### src/rtl/vga_ball_disp_if.sv
// Pixel-stage bus between the HV counter/sync generator and the ball renderer.
interface vga_ball_disp_if;
    logic [9:0] HCNT;
    logic [9:0] VCNT;
    logic       HS_IN;
    logic       VS_IN;
    logic       PAUSE;
    logic [3:0] VGA_R;
    logic [3:0] VGA_G;
    logic [3:0] VGA_B;
    logic       VGA_HS;
    logic       VGA_VS;
    logic       FRAME;
    logic [9:0] BALL_X;
    logic [9:0] BALL_Y;

    modport master (
        output HCNT, VCNT, HS_IN, VS_IN, PAUSE,
        input  VGA_R, VGA_G, VGA_B, VGA_HS, VGA_VS, FRAME, BALL_X, BALL_Y
    );

    modport slave (
        input  HCNT, VCNT, HS_IN, VS_IN, PAUSE,
        output VGA_R, VGA_G, VGA_B, VGA_HS, VGA_VS, FRAME, BALL_X, BALL_Y
    );
endinterface

### src/rtl/vga_ball_disp.sv
// Bouncing-ball pixel colour stage, 2-cycle pipeline with sync realignment.
// Optional macro VGA_BORDER_EN draws a 1-pixel white frame around the visible area.
module vga_ball_disp #(
    parameter int          HDISP     = 640,
    parameter int          VDISP     = 480,
    parameter int          BALL_SIZE = 16,
    parameter int          X_STEP    = 2,
    parameter int          Y_STEP    = 1,
    parameter logic [11:0] BALL_RGB  = 12'hF00,
    parameter logic [11:0] BG_RGB    = 12'h00F
) (
    input  logic            CLK,
    input  logic            RST,
    vga_ball_disp_if.slave  bus
);
    typedef enum logic [1:0] {L_U = 2'b00, L_D = 2'b01, R_U = 2'b10, R_D = 2'b11} dir_t;

    dir_t        dir;
    logic [9:0]  ball_x, ball_y;
    logic        frame_q;
    logic        disp_s1, hit_s1, border_s1, hs_s1, vs_s1;
    logic [11:0] rgb_q;
    logic        hs_q, vs_q;

    // 11-bit differences: a pixel left of/above the ball wraps to >=1024 and misses
    logic [10:0] hdiff, vdiff;
    logic        disp_c, hit_c, border_c, tick;

    assign hdiff  = {1'b0, bus.HCNT} - {1'b0, ball_x};
    assign vdiff  = {1'b0, bus.VCNT} - {1'b0, ball_y};
    assign disp_c = (bus.HCNT < 10'(HDISP)) && (bus.VCNT < 10'(VDISP));
    assign hit_c  = (hdiff < 11'(BALL_SIZE)) && (vdiff < 11'(BALL_SIZE));
    assign tick   = (bus.HCNT == 10'd0) && (bus.VCNT == 10'(VDISP));

`ifdef VGA_BORDER_EN
    assign border_c = (bus.HCNT == 10'd0) || (bus.HCNT == 10'(HDISP - 1)) ||
                      (bus.VCNT == 10'd0) || (bus.VCNT == 10'(VDISP - 1));
`else
    assign border_c = 1'b0;
`endif

    always_ff @(posedge CLK or posedge RST) begin
        if (RST) begin
            disp_s1   <= 1'b0;
            hit_s1    <= 1'b0;
            border_s1 <= 1'b0;
            hs_s1     <= 1'b1;
            vs_s1     <= 1'b1;
        end else begin
            disp_s1   <= disp_c;
            hit_s1    <= hit_c;
            border_s1 <= border_c;
            hs_s1     <= bus.HS_IN;
            vs_s1     <= bus.VS_IN;
        end
    end

    logic [11:0] pix;
    always_comb begin
        pix = BG_RGB;
        if (!disp_s1)       pix = 12'h000;
        else if (border_s1) pix = 12'hFFF;
        else if (hit_s1)    pix = BALL_RGB;
    end

    always_ff @(posedge CLK or posedge RST) begin
        if (RST) begin
            rgb_q <= 12'h000;
            hs_q  <= 1'b1;
            vs_q  <= 1'b1;
        end else begin
            rgb_q <= pix;
            hs_q  <= hs_s1;
            vs_q  <= vs_s1;
        end
    end

    // Next position/direction per axis; clamps to the wall and reverses on overshoot
    logic [9:0] x_nxt, y_nxt;
    logic       xr_nxt, yd_nxt;
    always_comb begin
        x_nxt  = ball_x;
        xr_nxt = dir[1];
        if (dir[1]) begin
            if ({1'b0, ball_x} + 11'(BALL_SIZE + X_STEP) > 11'(HDISP)) begin
                x_nxt  = 10'(HDISP - BALL_SIZE);
                xr_nxt = 1'b0;
            end else x_nxt = ball_x + 10'(X_STEP);
        end else if (ball_x < 10'(X_STEP)) begin
            x_nxt  = 10'd0;
            xr_nxt = 1'b1;
        end else x_nxt = ball_x - 10'(X_STEP);

        y_nxt  = ball_y;
        yd_nxt = dir[0];
        if (dir[0]) begin
            if ({1'b0, ball_y} + 11'(BALL_SIZE + Y_STEP) > 11'(VDISP)) begin
                y_nxt  = 10'(VDISP - BALL_SIZE);
                yd_nxt = 1'b0;
            end else y_nxt = ball_y + 10'(Y_STEP);
        end else if (ball_y < 10'(Y_STEP)) begin
            y_nxt  = 10'd0;
            yd_nxt = 1'b1;
        end else y_nxt = ball_y - 10'(Y_STEP);
    end

    // Position moves only on the first blank line, so a frame never tears
    always_ff @(posedge CLK or posedge RST) begin
        if (RST) begin
            dir     <= R_D;
            ball_x  <= 10'd0;
            ball_y  <= 10'd0;
            frame_q <= 1'b0;
        end else begin
            frame_q <= tick;
            if (tick && !bus.PAUSE) begin
                ball_x <= x_nxt;
                ball_y <= y_nxt;
                dir    <= dir_t'({xr_nxt, yd_nxt});
            end
        end
    end

    assign bus.VGA_R  = rgb_q[11:8];
    assign bus.VGA_G  = rgb_q[7:4];
    assign bus.VGA_B  = rgb_q[3:0];
    assign bus.VGA_HS = hs_q;
    assign bus.VGA_VS = vs_q;
    assign bus.FRAME  = frame_q;
    assign bus.BALL_X = ball_x;
    assign bus.BALL_Y = ball_y;
endmodule
### src/flat_wrapper.sv
// flat-port wrapper written by rule: the top's interface ports become plain ports
module vga_ball_disp_flat 
#(
    parameter int          HDISP     = 640,
    parameter int          VDISP     = 480,
    parameter int          BALL_SIZE = 16,
    parameter int          X_STEP    = 2,
    parameter int          Y_STEP    = 1,
    parameter logic [11:0] BALL_RGB  = 12'hF00,
    parameter logic [11:0] BG_RGB    = 12'h00F
)
  (CLK, RST, bus_HCNT, bus_VCNT, bus_HS_IN, bus_VS_IN, bus_PAUSE, bus_VGA_R, bus_VGA_G, bus_VGA_B, bus_VGA_HS, bus_VGA_VS, bus_FRAME, bus_BALL_X, bus_BALL_Y);
  vga_ball_disp_if bus_i ();
  input  logic CLK;
  input  logic RST;
  input wire logic [$bits(bus_i.HCNT)-1:0] bus_HCNT;
  input wire logic [$bits(bus_i.VCNT)-1:0] bus_VCNT;
  input wire logic [$bits(bus_i.HS_IN)-1:0] bus_HS_IN;
  input wire logic [$bits(bus_i.VS_IN)-1:0] bus_VS_IN;
  input wire logic [$bits(bus_i.PAUSE)-1:0] bus_PAUSE;
  output wire logic [$bits(bus_i.VGA_R)-1:0] bus_VGA_R;
  output wire logic [$bits(bus_i.VGA_G)-1:0] bus_VGA_G;
  output wire logic [$bits(bus_i.VGA_B)-1:0] bus_VGA_B;
  output wire logic [$bits(bus_i.VGA_HS)-1:0] bus_VGA_HS;
  output wire logic [$bits(bus_i.VGA_VS)-1:0] bus_VGA_VS;
  output wire logic [$bits(bus_i.FRAME)-1:0] bus_FRAME;
  output wire logic [$bits(bus_i.BALL_X)-1:0] bus_BALL_X;
  output wire logic [$bits(bus_i.BALL_Y)-1:0] bus_BALL_Y;
  assign bus_i.HCNT = bus_HCNT;
  assign bus_i.VCNT = bus_VCNT;
  assign bus_i.HS_IN = bus_HS_IN;
  assign bus_i.VS_IN = bus_VS_IN;
  assign bus_i.PAUSE = bus_PAUSE;
  assign bus_VGA_R = bus_i.VGA_R;
  assign bus_VGA_G = bus_i.VGA_G;
  assign bus_VGA_B = bus_i.VGA_B;
  assign bus_VGA_HS = bus_i.VGA_HS;
  assign bus_VGA_VS = bus_i.VGA_VS;
  assign bus_FRAME = bus_i.FRAME;
  assign bus_BALL_X = bus_i.BALL_X;
  assign bus_BALL_Y = bus_i.BALL_Y;
  vga_ball_disp #(.HDISP(HDISP), .VDISP(VDISP), .BALL_SIZE(BALL_SIZE), .X_STEP(X_STEP), .Y_STEP(Y_STEP), .BALL_RGB(BALL_RGB), .BG_RGB(BG_RGB)) u_core (.CLK(CLK), .RST(RST), .bus(bus_i));
endmodule
### config.mk
export PLATFORM = sky130hd
export DESIGN_NAME = vga_ball_disp_flat
export DESIGN_NICKNAME = d
export VERILOG_FILES = /design/src/rtl/vga_ball_disp_if.sv /design/src/rtl/vga_ball_disp.sv /design/src/flat_wrapper.sv
export SDC_FILE = /design/constraint.sdc
export NUM_CORES = 1
export LEC_CHECK = 0
export BUFFER_PORTS_ARGS = -buffer_cell sky130_fd_sc_hd__buf_2
export CAP_MARGIN = 20
export CORE_ASPECT_RATIO = 1.25
export CORE_MARGIN = 5
export CORE_UTILIZATION = 43
export CTS_CLUSTER_SIZE = 40
export DETAILED_ROUTE_END_ITERATION = 8
export PLACE_DENSITY_LB_ADDON = 0.2
export SLEW_MARGIN = 5
export SYNTH_ARGS = -nofsm -noshare
export SYNTH_HDL_FRONTEND = slang
export SYNTH_SLANG_ARGS = --single-unit
export TNS_END_PERCENT = 5
### constraint.sdc
create_clock -name CLK -period 4.89 [get_ports CLK]
set_clock_uncertainty 0.2 [all_clocks]
set_input_delay 0.2445 -clock CLK [delete_from_list [all_inputs] [get_ports CLK]]
set_output_delay 0.2445 -clock CLK [all_outputs]
set_load 0.01 [all_outputs]
-- Word level (Yosys, flattened, before mapping)
Cells that the tools add are included.
- register bits after elaboration: 41
- output and inout bits: 35
- reductions and logical operators: 6
- equal/unequal tests: 1
- $add $sub $neg: 8
- mux-type cells: 14
- $lt $le $gt $ge: 8
- operators by type and width (cell ; number):
    10-bit two-way mux ; 6
    12-bit two-way mux ; 2
    10-bit by 5-bit adder with 11-bit output, second input constant ; 2
    11-bit by 5-bit < comparator with 1-bit output, second input constant ; 2
    10-bit by 10-bit subtractor with 11-bit output ; 2
    11-bit by 10-bit greater-than comparator with 1-bit output, second input constant ; 1
    11-bit by 9-bit greater-than comparator with 1-bit output, second input constant ; 1
    10-bit by 1-bit adder with 10-bit output, second input constant ; 1
    10-bit by 2-bit adder with 10-bit output, second input constant ; 1
    10-bit by 9-bit == test with 1-bit output, second input constant ; 1
    10-bit zero test ; 1
    10-bit by 1-bit < comparator with 1-bit output, second input constant ; 1
    10-bit < comparator, second input constant ; 1
    10-bit by 2-bit < comparator with 1-bit output, second input constant ; 1
    10-bit by 9-bit < comparator with 1-bit output, second input constant ; 1
    10-bit by 1-bit subtractor with 10-bit output, second input constant ; 1
    10-bit by 2-bit subtractor with 10-bit output, second input constant ; 1
    1-bit two-way mux ; 6
    1-bit logical AND ; 4
    1-bit zero test ; 1

-- Depth between registers and ports, before layout
- depth after elaboration: 4
- mapped depth: 9

-- Worst setup path before layout
Ideal clock, no wire load.
- kind: register to register
- from: register u_core.ball_y[0] (netlist: u_core.bus.BALL_Y[0])
- to: register u_core.ball_y[7] (netlist: u_core.bus.BALL_Y[7])
- cell stages (with the launch flop): 9
- arrival: 2101 ps
- setup time: 119 ps
- data required time: 4571 ps
- buffers on the path: 1
- path slack: 2470 ps
- path through: dfrtp_1 -> clkbuf_2 -> inv_1 -> ha_1 -> or4b_1 -> or3_1 -> a211oi_1 -> a31oi_1 -> o21a_1
- longest elaborated chain between the ends: 4
- elaborated cells on any way between the ends: 8
- classes of those cells: add/sub (3); order compare (2); mux (3)
- ends and longest elaborated chain (element ; RTL line ; RTL):
    start: declaration ; vga_ball_disp.sv:19 ; logic [9:0] ball_x, ball_y;
    start signal: assignment ; vga_ball_disp.sv:118 ; ball_y <= y_nxt;
    10-bit by 5-bit adder with 11-bit output ; vga_ball_disp.sv:97 ; if ({1'b0, ball_y} + 11'(BALL_SIZE + Y_STEP) > 11'(VDISP)) begin
    11-bit by 9-bit greater-than comparator with 1-bit output ; vga_ball_disp.sv:97 ;
    10-bit two-way mux ; vga_ball_disp.sv:97 ;
    10-bit two-way mux * ; vga_ball_disp.sv:96 ; if (dir[0]) begin
Mark *: on every way between the ends. The rest lies on a longest branch, timed or not.
A chain may end at the register's enable or synchronous reset.

-- Worst setup path after layout
- from: register u_core.ball_y[0] (netlist: u_core.bus.BALL_Y[0])
- to: register u_core.ball_y[4] (netlist: u_core.bus.BALL_Y[4])
The elaborated chain is that of the path after synthesis.

==> results.py <==
metrics = {
    "worst_setup_path": {
        "critPathLaunch": "u_core.bus.BALL_Y[0]",
        "crit_family": "compound AO/OA/AOI/OAI gates",
        "crit-reg2reg-capture": "u_core.bus.BALL_Y[4]",
        "cp-start-kind": "flop",
        "worstPathCellList": "ha_1, nand3_1, o211ai_1, o21ai_0, a211oi_2, a21oi_1, o22a_1",
        "crit_end": "u_core.bus.BALL_Y[4]",
        "crit_path_end_kind": "flop",
        "cp.required_ps": 4860,
        "rr_startpoint": "u_core.bus.BALL_Y[0]",
        "critical_path_arrival_ps": 2860,
        "cp_max_fo": 14,
        "worst-path-buf-inv": 0,
        "reg2regPathDepth": 7,
        "cpPeakStageDelay_ps": 860,
        "crit_type": "reg -> reg",
        "cp_slowest_cell": "a211oi_2",
        "worst-path-stages": 7,
        "worst-r2r-setup-slack_ps": 2000,
    },
    "flow_run": {
        "maxCapViolCount": 0,
    },
    "floorplan": {
        "die_h_um": 103.8,
        "start_util": 0.4390,
        "rows": 34,
        "die_x_um": 85.03,
        "design.core.area_sq_um": 6892,
        "io-pin-count": 60,
        "dieArea_sq_um": 8824,
    },
    "clocking": {
        "clkSinkCount": 30,
        "clkTransAtPathRegs_ps": 70,
        "cts-resized-gates": 0,
        "cts_setup_buffers": 0,
        "max-clock-path-buffers": 2,
        "cts_buffers": 5,
        "cts_max_level": 2,
        "root_buffer": "clkbuf_8",
        "cts_tree": "yes",
        "clock_latency_ps": 280,
    },
    "placed_design": {
        "dpl.hpwl_mm": 6.598,
        "io_buffers": 54,
        "place.gp.congestion": 0.9416,
        "place_inst": 500,
    },
    "synthesis": {
        "synth_top_area_frac": 0.1985,
        "ys_seq_area_frac": 0.2506,
        "async_reset_ff_frac": 1.000,
        "yosys_warnings": 0,
        "synth_edf_count": 0,
        "synthesis.area_sq_um": 3025,
        "yosysTopAreaCell": "dfrtp_1",
        "ys_types": 66,
        "synth_seq_cells": 30,
        "yosys_most_used_dff": "dfrtp_1",
        "postSynthAreaPerCell_sq_um": 7.920,
        "netlist_instances": 382,
        "synth.area.top_cells": "dfrtp_1 20%, ha_1 9.1%, dfstp_2 5.2%",
    },
    "timing": {
        "slew_violations": 0,
        "tightest_slew_ps": 955.0,
        "setup_viol": 0,
        "finalSetupTns_ps": 0,
        "whs_ps": 84.27,
        "fmax_mhz": 346.1,
        "period_share": 0.5909,
        "rsz0062_at_grt": "false",
        "finalHoldViolations": 0,
        "relSlewSlack": 0.3621,
        "timing.final.crit_period_ps": 2889,
    },
    "layout": {
        "drive_above_1_share": 0.1900,
        "final_cells": 511,
        "nNetsFinal": 467,
        "antenna_cells": 0,
        "final_cell_mix": "54 x buf_2, 30 x a21oi_1, 27 x inv_1",
        "final_common_cell": "buf_2",
        "area_growth_pct": 11.58,
    },
    "route": {
        "drtIter0Drc": 205,
        "wl_per_cell_um": 17.23,
        "drt_wl_total_mm": 8.806,
        "drc": 0,
        "vias": 3169,
        "vias_per_cell": 6.202,
        "antenna_left": 0,
        "firstDrtPassIters": 5,
    },
    "global_routing": {
        "grt_pass1_vias": 2963,
        "grt_max_degree": 31,
        "antenna_found_initial": 0,
        "grt_pass1_wl_mm": 14.32,
        "grt.total_usage": 0.1946,
        "grt_overflow_total": 0,
    },
    "power_and_ir_drop": {
        "p_leak_uw": 0.001395,
        "ir_drop_mv": 0.08692,
        "p_per_area_nw_per_um2": 160.8,
    },
    "run_status": {
        "status": "finished clean",
    },
    "worst_hold_path": {
        "hold_class": "in -> reg",
    },
}
timing repair:
action / in CTS / in global routing
endpoints found under the hold margin: 26 / 0
setup endpoints to repair: 0 / 0
hold buffers: 3 / 0
layout make-up:
cell class	instances	area (sq um)
clock inverters	1	5.005
well taps	90	112.6
fillers	698	3516
clock buffers	7	86.33
inverters	27	101.3
repair buffers	59	315.3
multi-input cells	297	1997
flip-flops and latches	30	758.2
per-layer routing:
layer	part of all wire	wire length, um	vias up	track usage
met5	0	0	-	0
met4	0.023	204	0	0.07805
met3	0.060	524	20	0.03177
met2	0.51	4484	127	0.3250
met1	0.41	3593	1520	0.2463
li1	-	-	1502	-
synthesized netlist by cell type, types with 4 or more instances:
master / instances
clkbuf_1: 8
nand2b_1: 5
a21oi_1: 30
nand3_1: 22
nor2b_1: 5
dfrtp_1: 24
nor4_1: 9
nor2_1: 26
dfstp_2: 6
and3_1: 5
o211ai_1: 5
buf_2: 11
buf_4: 11
xnor2_1: 6
inv_1: 27
o31ai_1: 8
ha_1: 22
o22a_1: 4
nand4_1: 5
a211oi_1: 6
or3_1: 7
nand2_1: 15
o21ai_0: 26
mux2i_1: 4
nor3_1: 20
worst min path at each step:
stage	start	end	cells past startpoint
after floorplan	bus_HS_IN	u_core.hs_s1	0
after global placement	RST	u_core.bus.BALL_X[7]	3
after detailed placement	u_core.vs_s1	u_core.bus.VGA_VS	0
after CTS	bus_VCNT[9]	u_core.disp_s1	2
after global routing	bus_VCNT[9]	u_core.disp_s1	2
final	bus_VCNT[9]	u_core.disp_s1	2
where the power goes:
group / leakage, uW / internal (uW) / total (uW) / switching, uW
Clock: 0.0000482 / 114 / 213 / 99.0
Sequential: 0.000359 / 252 / 253 / 0.867
Combinational: 0.000988 / 32.0 / 77.1 / 45.1
registers in the layout, summed over array words and instances (netlist names):
signal / flops
u_core.bus.BALL_Y: 10
u_core.bus.BALL_X: 9
u_core.dir: 2
u_core.rgb_q: 2
u_core.bus.FRAME: 1
u_core.bus.VGA_HS: 1
u_core.bus.VGA_VS: 1
u_core.disp_s1: 1
u_core.hit_s1: 1
u_core.hs_s1: 1
u_core.vs_s1: 1
logic make-up (layout without fill, tap and decap cells):
group,count (synthesis),count (layout),share of synthesized area
flops,30,30,0.2506
xor+xnor,9,9,0.02606
buf+inv,59,94,0.09429
other cells,1,5,0.001240
simple gates,136,136,0.2490
mux,5,5,0.01696
compound gates,120,120,0.2709
fa+ha+maj,22,22,0.09098
through the flow:
step,total power [uW],setup WS (ps),area (sq um),util
floorplan,307.6,2470,3040,-
detailed placement,332.1,2036,3254,0.4722
finish,542.7,2001,3376,0.4898
global route,569.1,1842,3376,0.4898
global placement,330.8,2159,3254,0.4722
CTS,548.6,2046,3376,0.4898
(Power assumes the default switching activity.)
